`config.mk`:
```
export PLATFORM = sky130hd
export DESIGN_NAME = sram_tile_streamer
export DESIGN_NICKNAME = d
export VERILOG_FILES = /design/src/rtl/sram_tile_streamer.sv
export SDC_FILE = /design/constraint.sdc
export NUM_CORES = 1
export LEC_CHECK = 0
export CAP_MARGIN = 25
export CORE_UTILIZATION = 30
export CTS_BUF_LIST = sky130_fd_sc_hd__clkbuf_16
export DETAILED_ROUTE_END_ITERATION = 16
export PLACE_DENSITY_LB_ADDON = 0.1
export RECOVER_POWER = 100
export SLEW_MARGIN = 30
export SYNTH_ARGS = -nofsm -noshare
export SYNTH_HDL_FRONTEND = slang
export SYNTH_SLANG_ARGS = --single-unit
```
`constraint.sdc`:
```
create_clock -name clk -period 2.8 [get_ports clk]
set_clock_uncertainty 0.1 [all_clocks]
set_input_delay 0.28 -clock clk [delete_from_list [all_inputs] [get_ports clk]]
set_output_delay 0.28 -clock clk [all_outputs]
set_load 0.005 [all_outputs]
```
`src/rtl/sram_tile_streamer.sv`:
```
`default_nettype none
// +--------------------------------------------------------------------------+
// | sram_tile_streamer                                                       |
// | Row-major tile reader for a single-port SRAM with host-write priority.   |
// | Revision: 1.0                                                            |
// +--------------------------------------------------------------------------+
module sram_tile_streamer #(
    parameter int WORD_SIZE = 8,
    parameter int ADDR_W    = 8,
    parameter int DIM_W     = 8
) (
    input  logic                 clk,
    input  logic                 rst_n,

    input  logic                 start,
    input  logic [ADDR_W-1:0]    base_addr,
    input  logic [DIM_W-1:0]     num_rows,
    input  logic [DIM_W-1:0]     num_cols,
    input  logic [ADDR_W-1:0]    row_stride,
    output logic                 busy,
    output logic                 done,

    input  logic                 wr_req,
    input  logic [ADDR_W-1:0]    wr_addr,
    input  logic [WORD_SIZE-1:0] wr_data,
    output logic                 wr_gnt,

    output logic [ADDR_W-1:0]    mem_addr,
    output logic [WORD_SIZE-1:0] mem_data_in,
    output logic                 mem_write,
    input  logic [WORD_SIZE-1:0] mem_data_out,

    output logic                 out_valid,
    input  logic                 out_ready,
    output logic [WORD_SIZE-1:0] out_data,
    output logic                 out_last
);

    typedef enum logic [1:0] {
        S_IDLE   = 2'd0,
        S_STREAM = 2'd1,
        S_DRAIN  = 2'd2,
        S_DONE   = 2'd3
    } state_t;

    state_t                 state_q;
    logic [DIM_W-1:0]       rows_q;
    logic [DIM_W-1:0]       cols_q;
    logic [ADDR_W-1:0]      stride_q;
    logic [DIM_W-1:0]       row_q;
    logic [DIM_W-1:0]       col_q;
    logic [ADDR_W-1:0]      row_base_q;
    logic [WORD_SIZE-1:0]   out_data_q;
    logic                   out_valid_q;
    logic                   out_last_q;

    logic [DIM_W-1:0]       row_d;
    logic [DIM_W-1:0]       col_d;
    logic [ADDR_W-1:0]      row_base_d;
    logic [ADDR_W-1:0]      w_rd_addr;
    logic                   w_last_col;
    logic                   w_last_row;
    logic                   w_last_elem;
    logic                   w_issue;

    assign w_rd_addr   = row_base_q + ADDR_W'(col_q);
    assign w_last_col  = (col_q == cols_q - DIM_W'(1));
    assign w_last_row  = (row_q == rows_q - DIM_W'(1));
    assign w_last_elem = w_last_row && w_last_col;

    // The single output register may be refilled in the same cycle it drains.
    assign w_issue = (state_q == S_STREAM) && !wr_req && (!out_valid_q || out_ready);

    always_comb begin
        col_d      = col_q + DIM_W'(1);
        row_d      = row_q;
        row_base_d = row_base_q;
        if (w_last_col) begin
            col_d      = '0;
            row_d      = row_q + DIM_W'(1);
            row_base_d = row_base_q + stride_q;
        end
    end

    always_comb begin
        mem_write   = 1'b0;
        wr_gnt      = 1'b0;
        mem_addr    = '0;
        mem_data_in = wr_data;
        if (wr_req) begin
            mem_write = 1'b1;
            wr_gnt    = 1'b1;
            mem_addr  = wr_addr;
        end else if (state_q == S_STREAM) begin
            mem_addr  = w_rd_addr;
        end
    end

    assign busy      = (state_q != S_IDLE);
    assign done      = (state_q == S_DONE);
    assign out_valid = out_valid_q;
    assign out_data  = out_data_q;
    assign out_last  = out_last_q;

    always_ff @(posedge clk or negedge rst_n) begin
        if (!rst_n) begin
            state_q     <= S_IDLE;
            rows_q      <= '0;
            cols_q      <= '0;
            stride_q    <= '0;
            row_q       <= '0;
            col_q       <= '0;
            row_base_q  <= '0;
            out_data_q  <= '0;
            out_valid_q <= 1'b0;
            out_last_q  <= 1'b0;
        end else begin
            case (state_q)
                S_IDLE: begin
                    if (start) begin
                        rows_q     <= num_rows;
                        cols_q     <= num_cols;
                        stride_q   <= row_stride;
                        row_base_q <= base_addr;
                        row_q      <= '0;
                        col_q      <= '0;
                        if ((num_rows == '0) || (num_cols == '0)) begin
                            state_q <= S_DONE;
                        end else begin
                            state_q <= S_STREAM;
                        end
                    end
                end
                S_STREAM: begin
                    if (w_issue) begin
                        out_data_q  <= mem_data_out;
                        out_valid_q <= 1'b1;
                        out_last_q  <= w_last_elem;
                        col_q       <= col_d;
                        row_q       <= row_d;
                        row_base_q  <= row_base_d;
                        if (w_last_elem) begin
                            state_q <= S_DRAIN;
                        end
                    end else if (out_valid_q && out_ready) begin
                        out_valid_q <= 1'b0;
                    end
                end
                S_DRAIN: begin
                    if (out_ready) begin
                        out_valid_q <= 1'b0;
                        out_last_q  <= 1'b0;
                        state_q     <= S_DONE;
                    end
                end
                S_DONE: begin
                    state_q <= S_IDLE;
                end
                default: begin
                    state_q <= S_IDLE;
                end
            endcase
        end
    end

endmodule
`default_nettype wire

```
Word level (Yosys, flattened, before mapping)
Cells that the tools add are included.

cells by class
  add/subtract/negate cells = 6
  eq/ne operators = 11
  mux-type cells = 26
  reductions and logical operators = 21

operator list
  operator                                              count
  two-way mux 8 bit                                     10
  case mux 8 bit (2 select lines)                       3
  adder 8 x 1 -> 8 bit (second input constant)          2
  adder 8 bit                                           2
  equality test 8 bit                                   2
  zero test 8 bit                                       2
  subtractor 8 x 1 -> 8 bit (second input constant)     2
  two-way mux 2 bit                                     5
  != test 2 bit (second input constant)                 5
  AND reduction 3 bit                                   3
  case mux 2 bit (4 select lines)                       1
  AND reduction 4 bit                                   2
  nonzero test 2 bit                                    3
  two-way mux 1 bit                                     5
  equality test 2 bit (second input constant)           2
  logical AND 1 bit                                     4
  case mux 1 bit (2 select lines)                       2
  AND reduction 2 bit                                   2
  != test 3 x 2 -> 1 bit (second input constant)        1
  equality test 2 x 1 -> 1 bit (second input constant)  1
  zero test 1 bit                                       2
  zero test 2 bit                                       1
  logical OR 1 bit                                      2

word-level totals
  flip-flop bits (word level) = 60
  bits of input ports = 61
  output and inout port bits = 30
  logic and storage cells = 74

Longest topological paths before layout
  depth in word-level cells = 6
  depth in mapped cells = 10
  mapped depth without buffers = 10

Worst setup path after synthesis
Ideal clock, no wire load.

  path type = register -> register
  start point = register cols_q[0]
  end point = register row_q[5]
  setup time = 0.078 ns
  arrival = 2.410 ns
  required time = 2.622 ns
  path slack = 0.213 ns
  stages on the path, launching flop included = 10
  path buffers = 0
  period minus slack after synthesis = 2.587 ns
  path through = dfrtp_1 > inv_1 > ha_1 > or3b_1 > a211oi_2 > o211ai_1 > o31ai_2 > nand2_2 > or4_1 > a21oi_1

between the ends
  longest elaborated chain between the ends = 4

ends and longest elaborated chain
  element                               line  source
  start, declared                       48    logic [DIM_W-1:0] cols_q;
  start signal, assigned                122   cols_q <= num_cols;
  subtractor 8 x 1 -> 8 bit             67    assign w_last_col = (col_q == cols_q - DIM_W'(1));
  equality test 8 bit                   67
  != test 2 bit (no source line)        -
  AND reduction 4 bit (no source line)  -
  end signal, assigned                  140   row_q <= row_d;
  end, declared                         50    logic [DIM_W-1:0] row_q;

No other way between the ends.
A chain may end at the register's enable or synchronous reset.

Final worst setup path
  start point = register col_q[1]
  end point = output port mem_addr[7]

between the ends
  longest elaborated chain between the ends = 3

ends and longest elaborated chain
  element                 line  source
  start, declared         51    logic [DIM_W-1:0] col_q;
  start signal, assigned  139   col_q <= col_d;
  adder 8 bit             66    assign w_rd_addr = row_base_q + ADDR_W'(col_q);
  two-way mux 8 bit       94    end else if (state_q == S_STREAM) begin
  two-way mux 8 bit       90    if (wr_req) begin
  end, declared           28    output logic [ADDR_W-1:0] mem_addr,

No other way between the ends.

==> flow_summary.toml <==
[pwr]
standby_leakage_power_nw = 2.30
pwr-share-clk_pct = 20.7
power_switching_mw = 2.06
power.sequential.fraction_pct = 28.8
power.internal_mw = 3.19
p_sw_share_pct = 39.2
logic_pwr_share_pct = 50.5
irDropWorstVdd_mv = 0.430
power.density_cell_area_nw_per_um2 = 1010

[clock_network]
cts_inserted_buffers = 9
worstSkewPairLatency_ps = 340
tritoncts = "done"
clockRootBuffer = "sky130_fd_sc_hd__clkbuf_16"
htreeDepth = 3
clkSlewWorstSetupHoldPaths_ps = 50
clock_tree.buffer_depth = 2
clock_sinks = 60

[worst_setup_path]
cp_cell_sequence = "ha_1 -> a21o_1 -> a21oi_2 -> nor2b_1 -> o21a_1 -> o41a_1 -> xnor2_1 -> o31ai_1 -> buf_2"
crit_path_max_incr_delay_ps = 400
reg2reg_from = "cols_q[0]"
worstPathArrival_ps = 2440
path_depth = 9
endpoint_kind = "output pin"
setup.worst_path.class = "reg -> out"
worstPathMaxFanout = 3
timing.critical_path.slowest_stage_cell = "sky130_fd_sc_hd__dfrtp_1"
timing.critical_path.max_delay_family = "compound AO/OA/AOI/OAI gates"
timing.critical_path.buf_inv = 1
timing.reg2reg.setup_slack_ps = 110
timing.critical_path.from_type = "flop"
r2r-end = "row_base_q[7]"
worst-endpoint-required_ps = 2420
reg2reg_depth = 10

[placement]
dp.final_hpwl_mm = 7.14
port-buffer-count = 74
dp_worst_setup_slack_ps = -98.1
routabilityCongestion = 0.803

[timing]
finalSetupTns_ps = -20.5
max_freq_mhz = 355
layout_setup_ws_ps = -20.5
hold-worst-slack_ps = 363
period_share_pct = 101
rsz0062_at_grt = "true"
timing.final.hold_violations = 0
slew_violations = 61
max_slew_margin_pct = -6.94
timing_worst_slew_pin_value_ps = 1600
setup_viol = 1
fin_crit_ps = 2820

[run]
number_of_max_cap_violations = 1

[floorplan]
fp.dieW_um = 115
rows = 41
ioPinCount = 91
core_region_area_um2 = 12600
die_area_um2 = 13300
chip_height_um = 115
start_util_pct = 30.7

[routing]
drt-wirelength-per-cell_um = 14.2
drc = 0
drt.antenna.violating_nets = 0
finalWirelength_mm = 9.73
post_drt_via_cell_ratio = 4.78
first_pass_iters = 4
routed-via-count = 3271
detailedRoute.firstIterationViolations = 100

[global_route]
grt_overflow = 0
maximum_number_of_pins_on_one_net_before_global_route_repair = 61
first_pass_grt_wire_length_mm = 16.3
grt_use_total_pct = 16.1
first_global_vias = 3331
grt_antenna_before_repair = 0

[min_path]
holdPathStages = 2
hold_end = "out_data[1]"
worstHoldStart = "out_data[1]"
hold_path_class = "reg -> reg"

[cells_and_area]
layout.cells.most_common = "sky130_fd_sc_hd__nand2_1"
drive_above_1_share_pct = 16.2
fillers = 1294
n_antenna_cell = 0
post_layout_net_count = 592
synthToLayoutAreaGrowth_pct = 34.7
layout.cells.most_common_list = "sky130_fd_sc_hd__nand2_1 (62), sky130_fd_sc_hd__dfrtp_1 (60), sky130_fd_sc_hd__clkdlybuf4s50_1 (57)"

[synth]
syn-cell-area_um2 = 3850
async_set_or_reset_register_ratio_after_synthesis_pct = 100
synth-seq-cells = 60
ys_dominant_reg_cell = "sky130_fd_sc_hd__dfrtp_1"
synth.net_count = 498
synth_enable_flop_cells = 0
seq_area_frac_synth_pct = 39.0
syn_avg_cell_area_um2 = 9.33
synthesis.yosys.warnings = 0
synth_cells = 413
synthDistinctLibCells = 50

[status]
violated_checks = "max-capacitance violations, max-slew violations, negative setup slack"
status = "complete, but fails checks"
[final cells by class]
cell class              instances  area (µm²)  share of cell area (%)
flip-flops and latches         60        1500                    28.9
inverters                      15        56.3                    1.09
clock buffers                   9         225                    4.34
multi-input cells             315        2190                    42.2
repair buffers                106         943                    18.2
well taps                     172         215                    4.15
clock inverters                 7        58.8                    1.13
[synth_stat cells, types with 10 or more instances]
| master | count | area share, % |
|---|---|---|
| sky130_fd_sc_hd__o21ai_0 | 22 | 2.9 |
| sky130_fd_sc_hd__a21oi_1 | 19 | 2.5 |
| sky130_fd_sc_hd__nor3_1 | 12 | 1.6 |
| sky130_fd_sc_hd__mux2_2 | 24 | 7.0 |
| sky130_fd_sc_hd__nand3_1 | 14 | 1.8 |
| sky130_fd_sc_hd__xnor2_1 | 14 | 3.2 |
| sky130_fd_sc_hd__clkbuf_1 | 11 | 1.1 |
| sky130_fd_sc_hd__ha_1 | 22 | 7.1 |
| sky130_fd_sc_hd__xor2_1 | 21 | 4.8 |
| sky130_fd_sc_hd__nand2_1 | 62 | 6.0 |
| sky130_fd_sc_hd__buf_4 | 10 | 1.9 |
| sky130_fd_sc_hd__dfrtp_1 | 60 | 39 |
| sky130_fd_sc_hd__inv_1 | 15 | 1.5 |
| sky130_fd_sc_hd__nor2_1 | 21 | 2.0 |
[sequential cells by signal, indices dropped and copies added (netlist names)]
| signal | flops |
|---|---|
| col_q | 8 |
| cols_q | 8 |
| out_data | 8 |
| row_base_q | 8 |
| row_q | 8 |
| rows_q | 8 |
| stride_q | 8 |
| state_q | 2 |
| out_last | 1 |
| out_valid | 1 |
[stage by stage]
step	utilization [%]	std cells	area (µm²)	total power, mW
floorplan	-	413	3850	3.28
global placement	38.8	661	4880	4.16
detailed placement	38.8	661	4880	4.22
CTS	41.2	678	5180	5.35
global route	41.3	684	5190	5.69
finish	41.3	684	5190	5.25
[power groups by stage]
| stage | combinational (mW) | clock, mW | sequential [mW] |
|---|---|---|---|
| after floorplan | 1.81 | 0 | 1.47 |
| after global placement | 2.64 | 0 | 1.52 |
| after detailed placement | 2.69 | 0 | 1.53 |
| after CTS | 2.71 | 1.12 | 1.52 |
| after global routing | 2.98 | 1.15 | 1.57 |
| final | 2.65 | 1.09 | 1.51 |
[worst max path at each step]
stage               startpoint          end  slack, ps
global placement      col_q[0]  mem_addr[6]       -110
CTS                   col_q[1]  mem_addr[7]       -110
finish                col_q[1]  mem_addr[7]        -20
floorplan            cols_q[0]     row_q[5]        210
detailed placement    col_q[0]  mem_addr[6]       -100
global route          col_q[1]  mem_addr[7]       -130
[cell families (layout without fill, tap and decap cells)]
| kind of cell | Yosys count | after routing | share of synthesized area, % |
|---|---|---|---|
| AO/OA/AOI/OAI | 76 | 76 | 12.9 |
| XOR/XNOR | 35 | 35 | 7.96 |
| adder cells (fa/ha/maj) | 24 | 24 | 8.18 |
| buffers and inverters | 38 | 137 | 4.71 |
| flip-flops | 60 | 60 | 39.0 |
| multiplexers | 30 | 30 | 8.57 |
| AND/OR/NAND/NOR | 150 | 150 | 18.7 |
[worst register-to-register path, cell delays in order, from the launching register on]
cell                       delay [ps]
sky130_fd_sc_hd__dfrtp_1          370
sky130_fd_sc_hd__inv_1             60
sky130_fd_sc_hd__ha_1             160
sky130_fd_sc_hd__or3b_1           340
sky130_fd_sc_hd__a211oi_1         240
sky130_fd_sc_hd__o211ai_1         140
sky130_fd_sc_hd__o31ai_1          350
sky130_fd_sc_hd__nand2_2          120
sky130_fd_sc_hd__buf_4            180
sky130_fd_sc_hd__or4_1            470
sky130_fd_sc_hd__nand4_1          100
[repair_timing]
action                                 4_1_cts  5_1_grt
pin swaps                                    9       14
setup endpoints to repair                    4        5
resized for setup                           12        8
hold buffers                                 1        0
endpoints found under the hold margin       60        0
gates cloned                                 0        0
buffers inserted                             0        6
[per-layer routing]
layer | GRT usage [%] | vias to the layer above | share of wire [%]
li1 | - | 1640 | -
met1 | 20.7 | 1558 | 48
met2 | 26.1 | 60 | 46
met3 | 3.22 | 13 | 3.6
met4 | 7.45 | 0 | 1.9
met5 | 0 | - | 0
Power figures use the tool's default switching activity.
